$ cat src/rtl/cnn_tile_sched_pkg.sv
// rtl/cnn_tile_sched_pkg.sv - shared state encoding and default widths for the tile scheduler
package cnn_tile_sched_pkg;

  localparam int DEF_KERNEL_WIDTH = 4;
  localparam int DEF_KERNEL_SIZE  = 3;
  localparam int DEF_TILE_W       = 16;
  localparam int DEF_CNT_W        = 20;

  typedef enum logic [2:0] {
    ST_IDLE,
    ST_LOAD,
    ST_RUN,
    ST_DRAIN,
    ST_FINAL,
    ST_DONE
  } sched_state_t;

endpackage

$ cat src/rtl/cnn_tile_sched_sat_counter.sv
// rtl/cnn_tile_sched_sat_counter.sv - up counter with synchronous clear that holds at all-ones
module sat_counter #(
  parameter int W = 20
) (
  input  logic         clk,
  input  logic         rst,
  input  logic         clr,
  input  logic         inc,
  output logic [W-1:0] cnt
);

  always_ff @(posedge clk) begin
    if (rst || clr) begin
      cnt <= '0;
    end else if (inc && (cnt != '1)) begin
      cnt <= cnt + {{(W-1){1'b0}}, 1'b1};
    end
  end

endmodule

$ cat src/rtl/cnn_tile_sched.sv
// rtl/cnn_tile_sched.sv - per-layer tile sequencer for the CNN window buffer
module cnn_tile_sched
  import cnn_tile_sched_pkg::*;
#(
  parameter int KERNEL_WIDTH = DEF_KERNEL_WIDTH,
  parameter int KERNEL_SIZE  = DEF_KERNEL_SIZE,
  parameter int TILE_W       = DEF_TILE_W,
  parameter int CNT_W        = DEF_CNT_W
) (
  input  logic                    clk,
  input  logic                    rst,
  input  logic                    start,
  input  logic [KERNEL_WIDTH-1:0] cfg_kernel_w,
  input  logic [KERNEL_WIDTH-1:0] cfg_kernel_h,
  input  logic [TILE_W-1:0]       cfg_tiles,
  input  logic                    abort,
  output logic                    busy,
  output logic                    done,
  output logic                    aborted,
  output logic                    cfg_err,
  output logic [TILE_W-1:0]       tile_idx,
  output logic [CNT_W-1:0]        tile_win_cnt,
  output logic [CNT_W-1:0]        layer_win_cnt,
  output logic                    buf_req,
  output logic                    buf_req_final,
  output logic [KERNEL_WIDTH-1:0] buf_kernel_width,
  output logic [KERNEL_WIDTH-1:0] buf_kernel_height,
  input  logic                    buf_window_valid,
  input  logic                    buf_window_finish,
  output logic                    buf_window_stall,
  input  logic                    pe_ready
);

  sched_state_t state, state_nx;

  logic [KERNEL_WIDTH-1:0] kw_q, kh_q;
  logic [TILE_W-1:0]       tiles_q, tile_idx_q;
  logic [TILE_W:0]         tile_nx;
  logic                    drain_armed, abort_pend, aborted_q, cfg_err_q;
  logic                    cfg_bad, more_tiles, final_abort, win_acc;
  logic                    latch_cfg, layer_clr, tile_adv;

  assign cfg_bad = (cfg_kernel_w == '0) || (cfg_kernel_w > KERNEL_WIDTH'(KERNEL_SIZE)) ||
                   (cfg_kernel_h == '0) || (cfg_kernel_h > KERNEL_WIDTH'(KERNEL_SIZE));

  assign tile_nx     = {1'b0, tile_idx_q} + {{TILE_W{1'b0}}, 1'b1};
  assign more_tiles  = tile_nx < {1'b0, tiles_q};
  assign final_abort = abort || abort_pend;
  assign win_acc     = buf_window_valid && pe_ready && ((state == ST_RUN) || (state == ST_DRAIN));

  always_comb begin
    state_nx  = state;
    latch_cfg = 1'b0;
    layer_clr = 1'b0;
    tile_adv  = 1'b0;
    case (state)
      ST_IDLE: begin
        if (start && !cfg_bad) begin
          latch_cfg = 1'b1;
          if (cfg_tiles == '0) begin
            state_nx = ST_DONE;
          end else begin
            layer_clr = 1'b1;
            state_nx  = ST_LOAD;
          end
        end
      end
      ST_LOAD:  state_nx = abort ? ST_FINAL : ST_RUN;
      ST_RUN: begin
        if (abort)                  state_nx = ST_FINAL;
        else if (buf_window_finish) state_nx = ST_DRAIN;
      end
      // the first DRAIN cycle is skipped: the buffer's valid is registered one cycle behind finish
      ST_DRAIN: begin
        if (abort || (drain_armed && (!buf_window_valid || pe_ready))) state_nx = ST_FINAL;
      end
      ST_FINAL: begin
        if (final_abort) begin
          state_nx = ST_IDLE;
        end else if (more_tiles) begin
          tile_adv = 1'b1;
          state_nx = ST_LOAD;
        end else begin
          state_nx = ST_DONE;
        end
      end
      ST_DONE:  state_nx = ST_IDLE;
      default:  state_nx = ST_IDLE;
    endcase
  end

  always_ff @(posedge clk) begin
    if (rst) begin
      state       <= ST_IDLE;
      kw_q        <= {{(KERNEL_WIDTH-1){1'b0}}, 1'b1};
      kh_q        <= {{(KERNEL_WIDTH-1){1'b0}}, 1'b1};
      tiles_q     <= '0;
      tile_idx_q  <= '0;
      drain_armed <= 1'b0;
      abort_pend  <= 1'b0;
      aborted_q   <= 1'b0;
      cfg_err_q   <= 1'b0;
    end else begin
      state       <= state_nx;
      drain_armed <= (state == ST_DRAIN);
      cfg_err_q   <= (state == ST_IDLE) && start && cfg_bad;
      aborted_q   <= (state == ST_FINAL) && final_abort;
      if (latch_cfg) begin
        kw_q    <= cfg_kernel_w;
        kh_q    <= cfg_kernel_h;
        tiles_q <= cfg_tiles;
      end
      if (layer_clr)     tile_idx_q <= '0;
      else if (tile_adv) tile_idx_q <= tile_nx[TILE_W-1:0];
      // abort must survive into FINAL so the buffer is still returned to idle first
      if (abort && ((state == ST_LOAD) || (state == ST_RUN) || (state == ST_DRAIN))) abort_pend <= 1'b1;
      else if (state_nx == ST_IDLE)                                                  abort_pend <= 1'b0;
    end
  end

  sat_counter #(.W(CNT_W)) u_tile_cnt (
    .clk (clk),
    .rst (rst),
    .clr (layer_clr || tile_adv),
    .inc (win_acc),
    .cnt (tile_win_cnt)
  );

  sat_counter #(.W(CNT_W)) u_layer_cnt (
    .clk (clk),
    .rst (rst),
    .clr (layer_clr),
    .inc (win_acc),
    .cnt (layer_win_cnt)
  );

  assign busy              = (state != ST_IDLE);
  assign done              = (state == ST_DONE);
  assign aborted           = aborted_q;
  assign cfg_err           = cfg_err_q;
  assign tile_idx          = tile_idx_q;
  assign buf_req           = (state == ST_LOAD);
  assign buf_req_final     = (state == ST_FINAL);
  assign buf_kernel_width  = kw_q;
  assign buf_kernel_height = kh_q;
  assign buf_window_stall  = ~pe_ready;

endmodule

$ cat config.mk
export PLATFORM = sky130hd
export DESIGN_NAME = cnn_tile_sched
export DESIGN_NICKNAME = d
export VERILOG_FILES = /design/src/rtl/cnn_tile_sched_pkg.sv /design/src/rtl/cnn_tile_sched_sat_counter.sv /design/src/rtl/cnn_tile_sched.sv
export SDC_FILE = /design/constraint.sdc
export NUM_CORES = 1
export LEC_CHECK = 0
export BUFFER_PORTS_ARGS = -buffer_cell sky130_fd_sc_hd__buf_2
export CORE_MARGIN = 8
export CORE_UTILIZATION = 45
export CTS_BUF_LIST = sky130_fd_sc_hd__clkbuf_8 sky130_fd_sc_hd__clkbuf_16
export DETAILED_ROUTE_END_ITERATION = 8
export GPL_TIMING_DRIVEN = 1
export PLACE_DENSITY = 0.69
export SYNTH_ARGS = -nofsm -noshare
export SYNTH_HDL_FRONTEND = slang
export SYNTH_SLANG_ARGS = --single-unit
$ cat constraint.sdc
create_clock -name clk -period 3.9 [get_ports clk]
set_clock_uncertainty 0.2 [all_clocks]
set_input_delay 0.195 -clock clk [delete_from_list [all_inputs] [get_ports clk]]
set_output_delay 0.195 -clock clk [all_outputs]
set_load 0.02 [all_outputs]
# Word-level counts from Yosys, hierarchy flattened
# Index checks and enable logic that the tools add are counted.
# word_totals
in_bits,31
out_inout_bits,71
reg_bits,87
# classes
n_bitwise,1
n_eq_ne,7
order_cmp,3
reduce_logical,32
n_mux,19
addsub,3
# ops
op,count
$add 20x1->20 const B,2
$ne 20x20->1 const B,2
$mux 3,8
$add 16x1->17 const B,1
$lt 17x16->1,1
$logic_not 16->1,1
$pmux 3 s5,1
$logic_or 1x1->1,12
$logic_and 1x1->1,10
$mux 1,10
$gt 4x2->1 const B,2
$logic_not 4->1,2
$eq 3x2->1 const B,2
$eq 3x3->1 const B,2
$logic_not 3->1,2
$eq 3x1->1 const B,1
$reduce_bool 3->1,1
$logic_not 1->1,2
$reduce_bool 2->1,1
$reduce_or 2->1,1
$not 1->1,1

# Depth between registers and ports, before layout
# Gate-level depths: netlist (run 1).
# logic_depth
ltp_word,11
mapped_depth,13
depth_no_buf,12

# Modules after synthesis
# A second synthesis (run 1) with hierarchy kept.
# unflattened
cells_unflattened,540
area_unflattened_um2,4501.8
# modules_own_cells
mod,area_per_inst_um2,n_inst,cells_per_inst,seq_area_each_um2
cnn_tile_sched,2524.9,1,314,940.9
sat_counter,988.4,2,113,400.4

# Least setup slack after synthesis (run 1)
# Ideal clock, no wire load.
# synth_path
path_kind,register to register
from,"register tile_idx_q[0], in the netlist tile_idx[0]"
to,"register tile_idx_q[8], in the netlist tile_idx[8]"
t_required_ns,3.584
setup_ns,0.116
stages_incl_launch_ff,14
setup_slack_ns,0.403
synth_period_minus_slack_ns,3.497
arrival_ns,3.182
n_path_buf,1
path_cell_list,dfxtp_1 > ha_1 > nand3_2 > nor3_1 > and3_1 > xor2_1 > ha_1 > nand4_1 > nor2_1 > a221oi_4 > and3_1 > buf_2 > a21oi_1 > a31o_1
# synth_via
elab_chain_cells,5
# synth_lines
element,line,text
from (decl),cnn_tile_sched.sv:37,"logic [TILE_W-1:0] tiles_q, tile_idx_q;"
from (signal assigned),cnn_tile_sched.sv:114,else if (tile_adv) tile_idx_q <= tile_nx[TILE_W-1:0];
$add 16x1->17,cnn_tile_sched.sv:46,"assign tile_nx = {1'b0, tile_idx_q} + {{TILE_W{1'b0}}, 1'b1};"
net tile_nx[10],cnn_tile_sched.sv:38,logic [TILE_W:0] tile_nx;
$lt 17x16->1,cnn_tile_sched.sv:47,"assign more_tiles = tile_nx < {1'b0, tiles_q};"
$mux 1,cnn_tile_sched.sv:80,end else if (more_tiles) begin
$mux 1,cnn_tile_sched.sv:78,if (final_abort) begin
$mux 1,cnn_tile_sched.sv:56,case (state)
# The timed path passes the listed nets, and every way through them passes these cells.
# A chain may end at the register's enable or synchronous reset.

# Worst setup path in the final report (run 1)
# layout_path
from,"register tile_idx_q[0], in the netlist tile_idx[0]"
to,register u_tile_cnt.cnt[2]
# layout_via
elab_chain_cells,7
# layout_lines
element,line,text
$add 16x1->17,cnn_tile_sched.sv:46,
net tile_nx[12],cnn_tile_sched.sv:38,
$lt 17x16->1,cnn_tile_sched.sv:47,
$mux 1,cnn_tile_sched.sv:80,
$mux 1,cnn_tile_sched.sv:78,
$mux 1,cnn_tile_sched.sv:56,
$logic_or 1x1->1,cnn_tile_sched.sv:124,".clr (layer_clr || tile_adv),"
$logic_or 1x1->1,cnn_tile_sched_sat_counter.sv:13,if (rst || clr) begin
to (signal assigned),cnn_tile_sched_sat_counter.sv:16,"cnt <= cnt + {{(W-1){1'b0}}, 1'b1};"
to (decl),cnn_tile_sched_sat_counter.sv:9,output logic [W-1:0] cnt
# The timed path passes the listed nets, and every way through them passes these cells.

==> parameters.txt, run 1 <==
Parameter                              Value

Route
  Number of design-rule violations left by the first detailed-router iteration    246
  Routed wirelength normalized by instance count    between 10 and 15 um
  Detailed-route vias per instance    5.24
  Router iterations before antenna repair    4
  ANT nets after route    0
  Vias after detailed routing    4026
  Total detailed-routing wirelength    about 11000 um
  Detailed-route DRC error count    0

Critical path
  CP Data Arrival Time    roughly 3.7 ns
  Path type of the worst setup path    reg -> reg
  Startpoint types    flip-flop
  Data required, critical path    3.99 ns
  R2R depth    12
  Register-to-Register Setup Slack    ~0.29 ns
  Critical Path Sink Type    flip-flop
  Worst reg2reg path endpoint    u_tile_cnt.cnt[2]
  Start of the worst register-to-register path    tile_idx[0]
  Worst Path Max Fanout    20

Placed design
  Number of placed cells counting well taps    731
  Final estimated routing congestion in global placement    between 0.8 and 0.9
  Port Buf Inserts    101
  Hpwl dp    8070 um

Synthesis
  Portion of the post-synthesis area used by sequential elements    0.394
  Mean Syn Cell Area    8.71 um^2
  Fraction of synthesis flops using an asynchronous set or reset pin    0
  Net Count, Synth    557
  Distinct cell type count of the synthesized netlist    51
  Top cell types by occurrence after synthesis    sky130_fd_sc_hd__dfxtp_1 (87), sky130_fd_sc_hd__nor2_1 (80), sky130_fd_sc_hd__nand2_1 (32)
  Area of the mapped netlist    0.00443 mm^2
  Synth warn    0
  Library cell with the largest summed area after synthesis    sky130_fd_sc_hd__dfxtp_1
  EDFF count, synth    0
  Most area-consuming cells after synthesis    sky130_fd_sc_hd__dfxtp_1 (39%), sky130_fd_sc_hd__nor2_1 (6.8%), sky130_fd_sc_hd__xor2_1 (5.7%)
  Most used standard cell by instance count after synthesis    sky130_fd_sc_hd__dfxtp_1
  Count of mapped cells out of synthesis    around 500
  Most used flip-flop cell after synthesis    sky130_fd_sc_hd__dfxtp_1
  Flip-flop and latch count after synthesis    87
  Fraction of synthesized cell area taken by the top area cell type    0.394

Timing
  Total negative slack for setup checks    0 ns
  Shortest period the worst path allows    3.61 ns
  Pin slew with the least headroom to its limit    0.750 ns
  Hold Violations, Final    0
  Ratio of final minimum period to clock period    0.925
  Achievable Freq    0.277 GHz
  Unrepaired setup endpoints after global routing    no
  Total count of max-transition violations in the final report    0
  Setup-failing EPs final    0
  Relative slew slack    0.500

CTS
  Clock insertion delay at the later pin of the skew report    0.36 ns
  Number of buffers inserted to repair setup after CTS    0
  Root Buffer    sky130_fd_sc_hd__clkbuf_8
  TritonCTS clock tree    built
  # clock sinks    87
  H-tree depth    3
  Clock edge transition at the registers on the reported setup and hold paths    0.09 ns
  Clock buffer count from CTS    9
  Maximum root-to-sink buffer count    2

Global routing
  All-layer global routing usage    0.172
  Global-route wire length before repair    18500 um
  Initial antenna violation count    0
  Vias in the first global route    3923
  GR Overflow Total    0
  Largest net degree at the start of global routing    31

Cells and area
  Seq. cell area    0.00174 mm^2
  Final layout net count    679
  Area of the multi-input gates    0.00252 mm^2
  Proportion of layout cells with a drive suffix above 1    0.214
  Fill cells    936
  Number of standard cells in the final layout excluding fillers    768
  Layout area overhead    25.1%
  Ant diodes    0

Floorplan
  Die height    115 um
  Number of placement rows    36
  Top-Level Pins    ~100
  Floorplan core area    just under 0.01 mm^2
  DIE AREA    0.0133 mm^2
  Starting Density    0.459
  Die outline width    115 um

Pwr
  Total Power    1.81 mW
  Largest voltage drop on the vdd net    just under 200 uV
  Leakage component of the power    2.35 nW
  Power per Cell Area    326 mW/mm^2

Job
  Max capacitance violation total    0

Hold path
  Launch instance of the worst min-delay path    start
  Number of instances on the worst hold path    3
  Worst hold path endpoint    cfg_err
  Worst hold-check path type    in -> reg

Run status
  Result of the run    completed
worst max-delay path, cell delays in order, from the launching register on:
cell and delay [ns]:
sky130_fd_sc_hd__dfxtp_1 0.43, sky130_fd_sc_hd__ha_1 0.25, sky130_fd_sc_hd__nand3_2 0.18, sky130_fd_sc_hd__nor4_4 0.45, sky130_fd_sc_hd__nand2_1 0.17, sky130_fd_sc_hd__xnor2_1 0.15, sky130_fd_sc_hd__ha_1 0.32, sky130_fd_sc_hd__nand4_1 0.15
sky130_fd_sc_hd__a2111o_1 0.53, sky130_fd_sc_hd__nand3_2 0.20, sky130_fd_sc_hd__nand2_1 0.08, sky130_fd_sc_hd__buf_4 0.24, sky130_fd_sc_hd__nor3_1 0.18
cells in the final DEF (no fill, tap or decap), types with 3 or more instances in the layout:
cell	synthesis	final
sky130_fd_sc_hd__buf_2	6	101
sky130_fd_sc_hd__dfxtp_1	87	87
sky130_fd_sc_hd__nor2_1	80	80
sky130_fd_sc_hd__nand2_1	32	32
sky130_fd_sc_hd__nand3_1	30	30
sky130_fd_sc_hd__xor2_1	29	29
sky130_fd_sc_hd__a21oi_1	27	27
sky130_fd_sc_hd__inv_1	21	22
sky130_fd_sc_hd__xnor2_1	21	21
sky130_fd_sc_hd__dlygate4sd3_1	0	21
sky130_fd_sc_hd__mux2i_1	20	20
sky130_fd_sc_hd__ha_1	18	18
sky130_fd_sc_hd__nand4_1	16	16
sky130_fd_sc_hd__o21ai_0	13	13
sky130_fd_sc_hd__nor3_1	14	13
sky130_fd_sc_hd__or3_1	11	11
sky130_fd_sc_hd__clkbuf_8	0	10
sky130_fd_sc_hd__and4_1	8	8
sky130_fd_sc_hd__nor4_1	6	6
sky130_fd_sc_hd__and2_1	5	5
sky130_fd_sc_hd__a31o_1	5	5
sky130_fd_sc_hd__buf_4	5	5
sky130_fd_sc_hd__nor3b_1	4	4
sky130_fd_sc_hd__bufinv_16	0	4
sky130_fd_sc_hd__and3_1	4	3
sky130_fd_sc_hd__a21o_1	3	3
worst max path at each step:
stage | startpoint | to | slack, ns
floorplan | tile_idx[0] | tile_idx[8] | 0.40
global placement | tile_idx[0] | tile_idx[1] | 0.24
detailed placement | tile_idx[0] | tile_idx[8] | 0.11
CTS | tile_idx[0] | tile_idx[6] | 0.1
global route | tile_idx[0] | tile_idx[12] | 0.02
finish | tile_idx[0] | u_tile_cnt.cnt[2] | 0.29
report_power, final:
group          leakage (nW)  switching [mW]  internal (mW)  total, mW
Clock                 0.138           0.325          0.507      0.832
Combinational          1.51          0.0455         0.0375     0.0830
Sequential            0.701         0.00153          0.890      0.892
state kept, by name (all words and copies together), names as in the netlist:
register / count
drain_armed: 1
tiles_q: 16
state: 3
cfg_err: 1
aborted: 1
buf_kernel_width: 4
tile_idx: 16
buf_kernel_height: 4
abort_pend: 1
u_tile_cnt.cnt: 20
u_layer_cnt.cnt: 20
final cells by class:
| class | instances | share of cell area |
|---|---|---|
| Clock buffer | 10 | 0.0249 |
| Inverter | 21 | 0.0142 |
| Clock inverter | 6 | 0.0240 |
| Multi-Input combinational cell | 384 | 0.456 |
| Sequential cell | 87 | 0.315 |
| Timing Repair Buffer | 127 | 0.136 |
| Tap cell | 133 | 0.0301 |
repair_timing:
action,CTS,global route
resized for setup,0,2
endpoints found under the hold margin,23,0
setup endpoints to repair,0,31
hold buffers,21,0
routing by layer:
metal  track usage  vias to the layer above  wire length, um
met5             0                        -                0
met4        0.0692                        0              187
li1              -                     2032                -
met2         0.276                       98             5150
met1         0.206                     1882             5130
met3        0.0593                       14              758
kinds of logic after synthesis:
| logic type | share of synthesized area |
|---|---|
| adder cells (fa/ha/maj) | 0.0509 |
| flip-flops | 0.394 |
| buffers and inverters | 0.0373 |
| AND/OR/NAND/NOR | 0.280 |
| XOR/XNOR | 0.0990 |
| AO/OA/AOI/OAI | 0.0941 |
| multiplexers | 0.0452 |
stage by stage:
stage / hold slack, ns / cell area [um^2] / utilization / setup WS (ns)
6_report: 0.0227 / 5540 / 0.574 / 0.293
4_1_cts: 0.0127 / 5530 / 0.574 / 0.0966
2_1_floorplan: 0.113 / 4430 / - / 0.403
3_3_place_gp: 0.221 / 5050 / 0.524 / 0.239
3_5_place_dp: 0.226 / 5050 / 0.524 / 0.110
5_1_grt: 0.0187 / 5540 / 0.574 / 0.0200
Note: power is estimated with default switching activity, not from simulation.
==> run 2: changes to the inputs <==
--- a/config.mk
+++ b/config.mk
@@ -11,7 +11,7 @@
 export CTS_BUF_LIST = sky130_fd_sc_hd__clkbuf_8 sky130_fd_sc_hd__clkbuf_16
 export DETAILED_ROUTE_END_ITERATION = 8
 export GPL_TIMING_DRIVEN = 1
-export PLACE_DENSITY = 0.69
+export PLACE_DENSITY_LB_ADDON = 0.2
 export SYNTH_ARGS = -nofsm -noshare
 export SYNTH_HDL_FRONTEND = slang
 export SYNTH_SLANG_ARGS = --single-unit
==> run 2 against run 1 <==
Critical path depth up 1. Cell count up 0.52%. Die area unchanged. Count of clock-buffer cells in the layout down 1. Register-to-register slack about the same. Sequential share of layout area up 0.16 points. Global-route usage down 0.81 points. Via count about the same. Fmax up 0.19%. Flip-flop and latch count unchanged.
==> parameters.txt, run 2 (same netlist as run 1, synthesis figures left out) <==
Parameter                              Value

Floorplan
  Die height    about 120 um
  DIE AREA    0.0133 mm^2
  Die outline width    between 100 and 150 um
  Floorplan core area    0.00964 mm^2
  Number of placement rows    36
  Top-Level Pins    102
  Starting Density    0.459

Placed design
  Final estimated routing congestion in global placement    0.817
  Placed instance area    0.00508 mm^2
  Hpwl dp    ~8000 um
  Post-placement worst setup slack    ~0.22 ns
  Number of placed cells counting well taps    735
  Port Buf Inserts    101

Cells and area
  Biggest regs    u_layer_cnt.cnt: 20 flops, u_tile_cnt.cnt: 20 flops
  Final layout net count    683
  Final Instance Area    0.00551 mm^2
  Leading cell types in the layout, fill and taps excluded    sky130_fd_sc_hd__buf_2 (101), sky130_fd_sc_hd__dfxtp_1 (87), sky130_fd_sc_hd__nor2_1 (80), sky130_fd_sc_hd__nand2_1 (32), sky130_fd_sc_hd__nand3_1 (30)
  Number of standard cells in the final layout excluding fillers    772
  Final core utilization    0.571
  Ant diodes    0
  Layout area overhead    24.5%
  Leading cell type in the layout, fill and taps excluded    sky130_fd_sc_hd__buf_2
  Proportion of layout cells with a drive suffix above 1    0.216

CTS
  Clock edge transition at the registers on the reported setup and hold paths    roughly 0.080 ns
  # clock sinks    87
  Clock insertion delay at the later pin of the skew report    0.35 ns
  Root Buffer    sky130_fd_sc_hd__clkbuf_8
  TritonCTS clock tree    built
  Clock buffer count from CTS    9
  Maximum root-to-sink buffer count    2
  H-tree depth    3
  Number of buffers inserted to repair setup after CTS    0

Timing
  Relative slew slack    0.567
  Unrepaired setup endpoints after global routing    no
  Hold Slack    0.0308 ns
  Hold Violations, Final    0
  Total negative slack for setup checks    0 ns
  Ratio of final minimum period to clock period    0.923
  Shortest period the worst path allows    3.60 ns
  Setup-failing EPs final    0
  Pin slew with the least headroom to its limit    0.649 ns
  Achievable Freq    around 0.28 GHz
  Worst path setup slack after routing    0.300 ns
  Total count of max-transition violations in the final report    0

Global routing
  Vias in the first global route    3891
  Initial antenna violation count    0
  Largest net degree at the start of global routing    37
  Global-route wire length before repair    about 18000 um
  GR Overflow Total    0
  All-layer global routing usage    0.164

Pwr
  Net switching power of the design    ~0.37 mW
  Power per Cell Area    301 mW/mm^2
  Total Power    1.66 mW
  Largest voltage drop on the vdd net    213 uV
  Leakage component of the power    between 2 and 2.5 nW
  Reg power frac    0.539
  Switch share    0.224
  Clk pwr share    0.412
  Design internal power    1.29 mW
  Combinational share of power    0.050

Critical path
  Startpoint types    flip-flop
  Worst Path Max Fanout    9
  Path type of the worst setup path    reg -> reg
  Data required, critical path    ~4 ns
  Critical Path Sink Type    flip-flop
  CP Data Arrival Time    roughly 3.7 ns

Route
  Routed wirelength normalized by instance count    between 10 and 15 um
  Vias after detailed routing    about 4000
  Router iterations before antenna repair    4
  ANT nets after route    0
  Detailed-route vias per instance    5.21
  Total detailed-routing wirelength    10800 um
  Number of design-rule violations left by the first detailed-router iteration    209
  Detailed-route DRC error count    0

Hold path
  Worst hold-check path type    in -> reg

Job
  Max capacitance violation total    0

Run status
  Result of the run    completed
run 2: cell count changes in the layout (fill, tap and decap cells not counted):
cell / delta
sky130_fd_sc_hd__and3_2: -1
sky130_fd_sc_hd__and3_1: +1
sky130_fd_sc_hd__clkbuf_8: -1
sky130_fd_sc_hd__clkinv_2: +1
sky130_fd_sc_hd__clkinv_4: +1
sky130_fd_sc_hd__bufinv_16: -2
sky130_fd_sc_hd__buf_4: +4
sky130_fd_sc_hd__inv_1: +1
run 2: cell type report:
cell class	instances	area, um^2
Fill cell	912	4130
Sequential cell	87	1740
Inverter	21	78.8
Tap cell	133	166
Timing Repair Buffer	131	783
Clock inverter	7	90.1
Clock buffer	9	124
Multi-Input combinational cell	384	2520
run 2: layer usage:
| layer | routed length [um] | vias up | part of all wire | GRT usage |
|---|---|---|---|---|
| met3 | 629 | 11 | 0.058 | 0.0373 |
| met1 | 5060 | 1892 | 0.47 | 0.208 |
| met4 | 138 | 0 | 0.013 | 0.0552 |
| met5 | 0 | - | 0 | 0 |
| li1 | - | 2044 | - | - |
| met2 | 4970 | 76 | 0.46 | 0.268 |
run 2: what timing repair did:
| item | in CTS | in global routing |
|---|---|---|
| gates resized for setup | 0 | 1 |
| endpoints found under the hold margin | 22 | 0 |
| setup endpoints to repair | 0 | 29 |
| hold buffers | 21 | 0 |
run 2: path summary, 6_finish.rpt:
kind / startpoint / endpoint / slack, ns / cells past startpoint
max: tile_idx[0] / tile_idx[12] / 0.30 / 13
min reg2reg: buf_kernel_height[3] / buf_kernel_height[3] / 0.26 / 1
max reg2reg: tile_idx[0] / tile_idx[12] / 0.30 / 13
min: start / cfg_err / 0.03 / 3
run 2: power by group through the flow:
stage / sequential, mW / clock (mW) / combinational (mW)
CTS: 0.892 / 0.700 / 0.0820
global placement: 0.913 / 0 / 0.0639
finish: 0.892 / 0.681 / 0.0824
detailed placement: 0.913 / 0 / 0.0649
global route: 0.892 / 0.739 / 0.0902
floorplan: 0.914 / 0 / 0.0359
run 2: critical path, cell delays in order, from the launching register on:
cell	delay [ns]
sky130_fd_sc_hd__dfxtp_1	0.43
sky130_fd_sc_hd__ha_1	0.26
sky130_fd_sc_hd__nand3_2	0.19
sky130_fd_sc_hd__nor3_2	0.34
sky130_fd_sc_hd__and3_1	0.25
sky130_fd_sc_hd__xor2_1	0.17
sky130_fd_sc_hd__ha_1	0.27
sky130_fd_sc_hd__nand4_1	0.15
sky130_fd_sc_hd__nor2_1	0.10
sky130_fd_sc_hd__a221oi_4	0.35
sky130_fd_sc_hd__buf_4	0.18
sky130_fd_sc_hd__nand3_2	0.14
sky130_fd_sc_hd__or4_1	0.42
sky130_fd_sc_hd__o21ai_0	0.08
==> run 3: changes to the inputs <==
==> constraint.sdc (replaced) <==
create_clock -name clk -period 3.3 [get_ports clk]
set_clock_uncertainty 0.2 [all_clocks]
set_input_delay 0.165 -clock clk [delete_from_list [all_inputs] [get_ports clk]]
set_output_delay 0.165 -clock clk [all_outputs]
set_load 0.02 [all_outputs]
==> run 3 against run 2 <==
The run now ends with setup timing left. Worst hold slack better by 0.035 ns. Fmax is 8.8% higher. Sequential share of layout area is 1.6 points lower. Via count is 3.8% higher. Combinational power is 41% higher. Largest cell class unchanged. Global-route usage is 0.94 points higher.
==> parameters.txt, run 3 (same netlist as run 1, synthesis figures left out) <==
Parameter                              Value

Timing
  Relative slew slack    0.431
  Setup-failing EPs final    3
  Shortest period the worst path allows    3.31 ns
  Ratio of final minimum period to clock period    1.00
  Pin slew with the least headroom to its limit    0.853 ns
  Total negative slack for setup checks    -0.0154 ns
  Hold Violations, Final    0
  Unrepaired setup endpoints after global routing    yes
  Worst path setup slack after routing    -0.00989 ns
  Achievable Freq    approximately 0.30 GHz
  Total count of max-transition violations in the final report    0

Critical path
  Startpoint types    flip-flop
  Worst Path Max Fanout    6
  CP Data Arrival Time    3.37 ns
  Start of the worst register-to-register path    tile_idx[2]
  Critical Path Sink Type    flip-flop
  Path type of the worst setup path    reg -> reg
  Critical Path Start    tile_idx[2]
  R2R depth    13
  Register-to-Register Setup Slack    -0.01 ns
  End of the critical path    tile_idx[14]
  Worst reg2reg path endpoint    tile_idx[14]
  Data required, critical path    3.36 ns

Cells and area
  Seq. cell area    approximately 0.0018 mm^2
  Final layout net count    712
  Proportion of layout cells with a drive suffix above 1    0.277
  Layout area overhead    33.0%
  Ant diodes    0
  Leading cell type in the layout, fill and taps excluded    sky130_fd_sc_hd__buf_2
  Final core utilization    0.611
  Number of standard cells in the final layout excluding fillers    800
  Fill cells    roughly 900
  Area of the multi-input gates    0.00261 mm^2
  Biggest regs    u_layer_cnt.cnt: 20 flops, u_tile_cnt.cnt: 20 flops
  Leading cell types in the layout, fill and taps excluded    sky130_fd_sc_hd__buf_2 (102), sky130_fd_sc_hd__nor2_1 (79), sky130_fd_sc_hd__dfxtp_1 (78), sky130_fd_sc_hd__buf_4 (31)

Route
  Total detailed-routing wirelength    12200 um
  Detailed-route vias per instance    5.22
  Detailed-route DRC error count    0
  Vias after detailed routing    between 4000 and 5000
  Number of design-rule violations left by the first detailed-router iteration    255
  Router iterations before antenna repair    5
  Routed wirelength normalized by instance count    15.3 um
  ANT nets after route    0

CTS
  TritonCTS clock tree    built
  Clock buffer count from CTS    9
  Clock insertion delay at the later pin of the skew report    approximately 0.36 ns
  Clock edge transition at the registers on the reported setup and hold paths    0.09 ns
  Root Buffer    sky130_fd_sc_hd__clkbuf_8
  # clock sinks    87
  H-tree depth    3
  Maximum root-to-sink buffer count    2

Run status
  Result of the run    complete, but fails checks
  Violated checks    setup timing

Pwr
  Total Power    1.99 mW
  Power per Cell Area    337 mW/mm^2
  Leakage component of the power    2.55 nW
  Largest voltage drop on the vdd net    207 uV

Global routing
  All-layer global routing usage    0.173
  Grt peak-use layer    met2
  Met3 track utilization from global routing    0.0420
  Vias in the first global route    just under 4000
  Global routing usage on met2    0.299
  GR Overflow Total    0
  Largest net degree at the start of global routing    31
  Global-route track usage on met1    0.201
  Global-route wire length before repair    18600 um
  Initial antenna violation count    0

Hold path
  Launch instance of the worst min-delay path    pe_ready
  Worst hold-check path type    in -> reg

Floorplan
  Number of placement rows    36
  Die outline width    115 um
  Starting Density    0.459
  DIE AREA    0.0133 mm^2
  Floorplan core area    ~0.0096 mm^2
  Top-Level Pins    102
  Die height    115 um

Job
  Max capacitance violation total    0

Placed design
  Post-placement worst setup slack    -0.0701 ns
  Final estimated routing congestion in global placement    0.829
  Port Buf Inserts    101
  Hpwl dp    8390 um
  Number of placed cells counting well taps    about 740
-- run 3: cell type report --
| type | instances | area share |
|---|---|---|
| Multi-Input combinational cell | 384 | 0.443 |
| Sequential cell | 87 | 0.300 |
| Timing Repair Buffer | 160 | 0.179 |
| Tap cell | 133 | 0.0283 |
| Clock buffer | 10 | 0.0234 |
| Inverter | 21 | 0.0134 |
| Clock inverter | 5 | 0.0128 |
-- run 3: what timing repair did --
item                                    CTS  global route
hold buffers                             23             0
resized for setup                         5            20
cloned                                    0             3
setup buffers                             2            15
hold endpoints to repair                 24             0
pin swaps                                 2            14
endpoints found under the setup margin   31            35
-- run 3: worst min path at each step --
stage	depth (start not counted)	slack [ns]	end
2_1_floorplan	1	0.08	buf_kernel_height[0]
3_3_place_gp	2	0.18	buf_kernel_height[0]
3_5_place_dp	2	0.19	buf_kernel_height[0]
4_1_cts	4	0.05	state[1]
5_1_grt	2	0.07	tiles_q[15]
6_report	4	0.07	state[1]
-- run 3: per-layer routing --
metal | vias to the layer above | part of all wire
met5 | - | 0
met4 | 0 | 0.012
met3 | 11 | 0.061
met2 | 106 | 0.49
met1 | 1961 | 0.44
li1 | 2097 | -
-- run 3: where the power goes --
part           internal [mW]  switching [mW]
Clock                  0.438           0.381
Combinational         0.0569          0.0594
Sequential              1.05         0.00189
Total                   1.54           0.443
-- run 3: per-stage QoR --
step	cell area (um^2)	hold WS (ns)
final	5890	0.0655
after detailed placement	5160	0.194
after floorplan	4440	0.0829
after global placement	5160	0.184
after CTS	5640	0.0547
after global routing	5890	0.0749
-- run 3: critical path: stages (launching register included) --
cell and delay [ns]:
sky130_fd_sc_hd__dfxtp_4 0.40, sky130_fd_sc_hd__nand3_1 0.15, sky130_fd_sc_hd__or2_2 0.35, sky130_fd_sc_hd__nor2_1 0.22, sky130_fd_sc_hd__xor2_1 0.24, sky130_fd_sc_hd__ha_1 0.31, sky130_fd_sc_hd__nand4_1 0.11, sky130_fd_sc_hd__nand3_2 0.12
sky130_fd_sc_hd__a221oi_4 0.41, sky130_fd_sc_hd__buf_4 0.18, sky130_fd_sc_hd__buf_4 0.10, sky130_fd_sc_hd__and4b_1 0.25, sky130_fd_sc_hd__xnor2_2 0.12, sky130_fd_sc_hd__nor2_1 0.04
